==> src/rtl/special_purpose_register_bank.sv <==
// Special-purpose register bank: zero/address/base/index/SP/BP/data registers, two registered
// read ports, one write port and a bounds-checked stack-pointer unit. Optional forwarding: SPR_BYPASS_EN.
module special_purpose_register_bank #(
  parameter int unsigned              DATA_WIDTH  = 16,
  parameter int unsigned              REG_COUNT   = 8,
  parameter int unsigned              ADDR_WIDTH  = 3,
  parameter int unsigned              SP_INDEX    = 4,
  parameter logic [DATA_WIDTH-1:0]    STACK_TOP   = '1,
  parameter logic [DATA_WIDTH-1:0]    STACK_LIMIT = '0
) (
  input  logic                  clock,
  input  logic                  reset,
  input  logic                  read_en,
  input  logic [ADDR_WIDTH-1:0] read_addr1,
  input  logic [ADDR_WIDTH-1:0] read_addr2,
  output logic [DATA_WIDTH-1:0] read_data1,
  output logic [DATA_WIDTH-1:0] read_data2,
  input  logic                  write_en,
  input  logic [ADDR_WIDTH-1:0] write_addr,
  input  logic [DATA_WIDTH-1:0] write_data,
  input  logic [1:0]            sp_op,
  input  logic                  clear_flags,
  output logic [DATA_WIDTH-1:0] sp_value,
  output logic                  stack_overflow,
  output logic                  stack_underflow
);

  typedef enum logic [1:0] {
    SP_NONE  = 2'b00,
    SP_PUSH  = 2'b01,
    SP_POP   = 2'b10,
    SP_NONE2 = 2'b11
  } sp_op_e;

  typedef logic [DATA_WIDTH-1:0] word_t;

  word_t              regs_q [REG_COUNT];
  word_t              regs_d [REG_COUNT];
  word_t              read_data1_q, read_data1_d;
  word_t              read_data2_q, read_data2_d;
  logic               overflow_q, overflow_d;
  logic               underflow_q, underflow_d;

  logic [REG_COUNT-1:0] wr_hit;
  logic               sp_written;
  sp_op_e             sp_cmd;
  word_t              sp_q;
  word_t              sp_next;
  logic               push_at_limit;
  logic               pop_at_top;

  // Write decode: index 0 never matches, and indices >= REG_COUNT have no decoder output.
  always_comb begin
    wr_hit = '0;
    for (int i = 1; i < REG_COUNT; i++) begin
      wr_hit[i] = write_en && (write_addr == ADDR_WIDTH'(i));
    end
  end

  assign sp_written = wr_hit[SP_INDEX];
  assign sp_cmd     = sp_op_e'(sp_op);
  assign sp_q       = regs_q[SP_INDEX];

  // Stack-pointer unit. An explicit write to SP suppresses the operation and its flags.
  // NOTE: every variable assigned in an always_comb gets a default first, so no path infers a latch.
  always_comb begin
    sp_next       = sp_q;
    push_at_limit = 1'b0;
    pop_at_top    = 1'b0;
    if (!sp_written) begin
      unique case (sp_cmd)
        SP_PUSH: begin
          if (sp_q == STACK_LIMIT) push_at_limit = 1'b1;
          else                     sp_next = sp_q - 1'b1;
        end
        SP_POP: begin
          if (sp_q == STACK_TOP) pop_at_top = 1'b1;
          else                   sp_next = sp_q + 1'b1;
        end
        default: ;
      endcase
    end
  end

  // Next-state register array: explicit writes first, then the SP unit when SP was not written.
  always_comb begin
    for (int i = 0; i < REG_COUNT; i++) begin
      regs_d[i] = regs_q[i];
      if (wr_hit[i]) regs_d[i] = write_data;
    end
    if (!sp_written) regs_d[SP_INDEX] = sp_next;
    regs_d[0] = '0;
  end

  // Sticky flags: a new violation wins over a same-cycle clear.
  always_comb begin
    overflow_d  = (overflow_q  & ~clear_flags) | push_at_limit;
    underflow_d = (underflow_q & ~clear_flags) | pop_at_top;
  end

  // Read mux. With forwarding the post-edge contents are returned, which covers both the
  // same-index write and the effective SP update.
  function automatic word_t read_word(input logic [ADDR_WIDTH-1:0] addr,
                                      input word_t arr [REG_COUNT]);
    word_t val;
    val = '0;
    for (int i = 1; i < REG_COUNT; i++) begin
      if (addr == ADDR_WIDTH'(i)) val = arr[i];
    end
    return val;
  endfunction

  always_comb begin
    read_data1_d = '0;
    read_data2_d = '0;
    if (read_en) begin
`ifdef SPR_BYPASS_EN
      read_data1_d = read_word(read_addr1, regs_d);
      read_data2_d = read_word(read_addr2, regs_d);
`else
      read_data1_d = read_word(read_addr1, regs_q);
      read_data2_d = read_word(read_addr2, regs_q);
`endif
    end
  end

  // NOTE: sequential state uses non-blocking assignments so every register samples pre-edge values.
  // NOTE: the register array is reset explicitly; it is a handful of flops, not a RAM macro.
  always_ff @(posedge clock) begin
    if (!reset) begin
      for (int i = 0; i < REG_COUNT; i++) begin
        regs_q[i] <= (i == SP_INDEX) ? STACK_TOP : '0;
      end
      read_data1_q <= '0;
      read_data2_q <= '0;
      overflow_q   <= 1'b0;
      underflow_q  <= 1'b0;
    end else begin
      for (int i = 0; i < REG_COUNT; i++) begin
        regs_q[i] <= regs_d[i];
      end
      read_data1_q <= read_data1_d;
      read_data2_q <= read_data2_d;
      overflow_q   <= overflow_d;
      underflow_q  <= underflow_d;
    end
  end

  assign read_data1      = read_data1_q;
  assign read_data2      = read_data2_q;
  assign sp_value        = sp_q;
  assign stack_overflow  = overflow_q;
  assign stack_underflow = underflow_q;

endmodule

==> config.mk <==
export PLATFORM = sky130hd
export DESIGN_NAME = special_purpose_register_bank
export DESIGN_NICKNAME = d
export VERILOG_FILES = /design/src/rtl/special_purpose_register_bank.sv
export SDC_FILE = /design/constraint.sdc
export NUM_CORES = 1
export LEC_CHECK = 0
export ABC_AREA = 1
export BUFFER_PORTS_ARGS = -buffer_cell sky130_fd_sc_hd__buf_4
export CAP_MARGIN = 20
export CORE_AREA = 2 2 135 137
export DETAILED_ROUTE_END_ITERATION = 12
export DIE_AREA = 0 0 137 139
export GPL_TIMING_DRIVEN = 0
export HOLD_SLACK_MARGIN = 0.15
export PLACE_DENSITY = 0.66
export SYNTH_ARGS = -nofsm -noshare
export SYNTH_HDL_FRONTEND = slang
export SYNTH_SLANG_ARGS = --single-unit
==> constraint.sdc <==
create_clock -name clock -period 1.6 [get_ports clock]
set_input_delay 0.08 -clock clock [delete_from_list [all_inputs] [get_ports clock]]
set_output_delay 0.08 -clock clock [all_outputs]
set_load 0.1 [all_outputs]
==> results.ini <==
[place]
dpl.hpwl_um = 18700
place.gp.congestion = 0.941
dpl_cell_area_um2 = 8670
dp_slack_ps = -457
io_buffers = 80

[final_layout]
finish.utilization_pct = 57.6
drive_gt1_share_pct = 21.2
area_growth_pct = 30.8
nets = 1402
n_antenna_cell = 0
finalInstanceArea_um2 = 10200

[timing]
max_slew_margin_pct = 49.4
finalHoldViolCount = 0
min_period_over_period_pct = 99.7
rsz0062_at_grt = true
max_freq_ghz = 0.627
slew_violations = 0
finalClockSkew_ps = 5.66
worst_slew_pin_slew_ps = 756
period_minus_slack_ps = 1590
setup_slack_ps = 5.19
fin_hold_ws_ps = 142
finalSetupViolCount = 0

[die]
core-area_um2 = 17700
die_h_um = 139
die-area_um2 = 19000
die_w_um = 137
start_util_pct = 44.0
row_count = 49
pin_count = 82

[route]
avgRoutedWirePerCell_um = 16.0
wl_um = 25600
drc_errors = 0
vias = 8214
vias_per_cell = 5.15
ant_nets = 0
drt_iter0_drc = 638
drt_pass1_iterations = 7

[logic_synthesis]
synth-seq-cells = 146
seq_area_frac_synth_pct = 37.6
syn_area_um2 = 7770
synth_cells = 1205
synth_nets = 1254
ys_types = 31
ys_warn_count = 0
avgSynthCellArea_um2 = 6.45

[hold_path]
hp-class = in -> reg

[grt]
grt.total_usage_pct = 26.8
grt_pass1_vias = 7583
grt_max_degree = 20
antenna_found_initial = 0
grt_pass1_wl_um = 39800
gr-total-overflow = 0

[clocking]
cts_buffer_depth = 2
cts-htree-levels = 4
cts.clk_slew.worst_paths_ps = 70
cts_root_buf = clkbuf_16
cts.sinks = 146
cts_tree = built
clk_latency_ps = 430
cts_buffers = 17

[worst_setup_path]
rr_worst_depth = 10
crit_fanout = 5
cp-startpoint = sp_value[1]
crit_end = sp_value[8]
cp.required_ps = 1890
criticalPathCategory = reg -> reg
rrSetupSlack_ps = 5
cp.arrival_ps = 1890
cp-end-kind = flop
crit_path_start_kind = flop
reg2reg_to = sp_value[8]
r2r-start = sp_value[1]

[run]
max-cap-violations = 0

[power]
vdd_drop_max_mv = 0.754
power_mw = 10.9
p_per_area_nw_per_um2 = 1070
leakagePower_nw = 4.80

[outcome]
status = complete, no violations

-- flip-flops by register name, summed over array words and instances (netlist names) --
signal           cells
read_data1          16
read_data2          16
regs_q              96
sp_value            16
stack_overflow       1
stack_underflow      1
-- stage by stage --
| stage | cells | TNS, ps |
|---|---|---|
| final | 1595 | 0 |
| after global routing | 1595 | -462 |
| after CTS | 1577 | -4.85 |
| after detailed placement | 1514 | -4780 |
| after global placement | 1514 | -4480 |
| after floorplan | 1205 | 0 |
-- layout make-up --
class | instances | area, um^2
buffer | 69 | 378
clock buffer | 18 | 439
clock inverter | 14 | 166
fill | 1697 | 7490
inverter | 119 | 449
multi-input combinational | 870 | 4450
sequential | 146 | 2980
tap | 229 | 287
timing repair buffer | 130 | 1030
-- cell usage after synthesis --
library cell	count	area, um^2
and3_1	1	6.26
nor3_1	5	25.0
nand2_1	320	1200
o21ai_1	19	95.1
clkbuf_1	34	128
buf_1	1	3.75
nand2_2	1	6.26
a21oi_1	75	375
inv_4	1	6.26
nor2_4	1	11.3
nor3_2	1	10.0
buf_6	1	11.3
buf_2	13	65.1
nand4_1	33	206
nor3_4	8	130
nand3_1	63	315
dfxtp_1	146	2920
inv_2	6	22.5
buf_4	21	158
inv_1	112	420
nor2_2	1	6.26
fa_1	1	20.0
ha_1	16	200
nand3_4	1	17.5
o21ai_0	135	676
o22ai_1	1	6.26
a41oi_1	1	8.76
o2111ai_1	1	8.76
nor2_1	183	687
xor2_1	2	17.5
a21o_1	1	7.51
-- power breakdown --
group	internal (mW)	leakage [nW]	total [mW]	switching, mW
Combinational	0.971	3.32	2.79	1.82
Sequential	3.82	1.19	4.01	0.194
Clock	2.39	0.288	4.12	1.73
-- placed cells by master (no fill, tap or decap), types with 8 or more instances in the layout --
cell           netlist  routed
buf_4               21     131
nand2_2              1      23
nand3_2              0       9
a21oi_1             75      69
nor2_1             183     179
dlygate4sd3_1        0      20
o21ai_1             19      19
clkbuf_16            0      17
buf_2               13      11
inv_1              112     106
dfxtp_4              0      15
inv_2                6      12
clkbuf_1            34      30
nand2_1            320     293
nand3_1             63      51
dfxtp_1            146     130
ha_4                 0      14
nand4_1             33      33
o21ai_0            135     135
nor3_4               8       8
-- worst max-delay path: stages, from the launching register on --
cell     delay, ps
dfxtp_4        380
inv_2           50
fa_2           400
inv_2           80
nand3_2         80
nand3_4        110
nand2_2         70
nand3_2         70
nand3_2         70
nand2_1        100
nand3_2         50
-- timing repair --
action | 4_1_cts | 5_1_grt
pin swaps | 6 | 25
resized for setup | 50 | 72
hold buffers | 20 | 0
endpoints found under the setup margin | 16 | 25
hold endpoints to repair | 113 | 0
setup buffers | 11 | 19
-- cell families after synthesis --
kind of cell               Yosys count  share of synthesized area, %
buffers and inverters              189                          10.5
xor gates and xnor gates             2                         0.225
DFF                                146                          37.6
adders and majority gates           17                          2.83
and+or+nand+nor                    618                          33.7
AOI/OAI and AO/OA                  233                          15.1
-- how the worst min path moves through the flow --
stage / cells past startpoint / from / endpoint
after global routing: 6 / sp_op[1] / stack_overflow
after floorplan: 2 / write_data[15] / regs_q[31]
final: 6 / sp_op[1] / stack_overflow
after global placement: 4 / clear_flags / stack_underflow
after CTS: 6 / write_addr[0] / regs_q[16]
after detailed placement: 4 / clear_flags / stack_underflow
-- metal layers --
layer  wire (um)  vias up  track usage (%)
met5           0        -                0
met4         557        0             8.14
met3        1650       51             3.84
met2       12100      327             44.1
met1       11300     3664             36.1
li1            -     4172                -
Note: power is estimated with default switching activity, not from simulation.
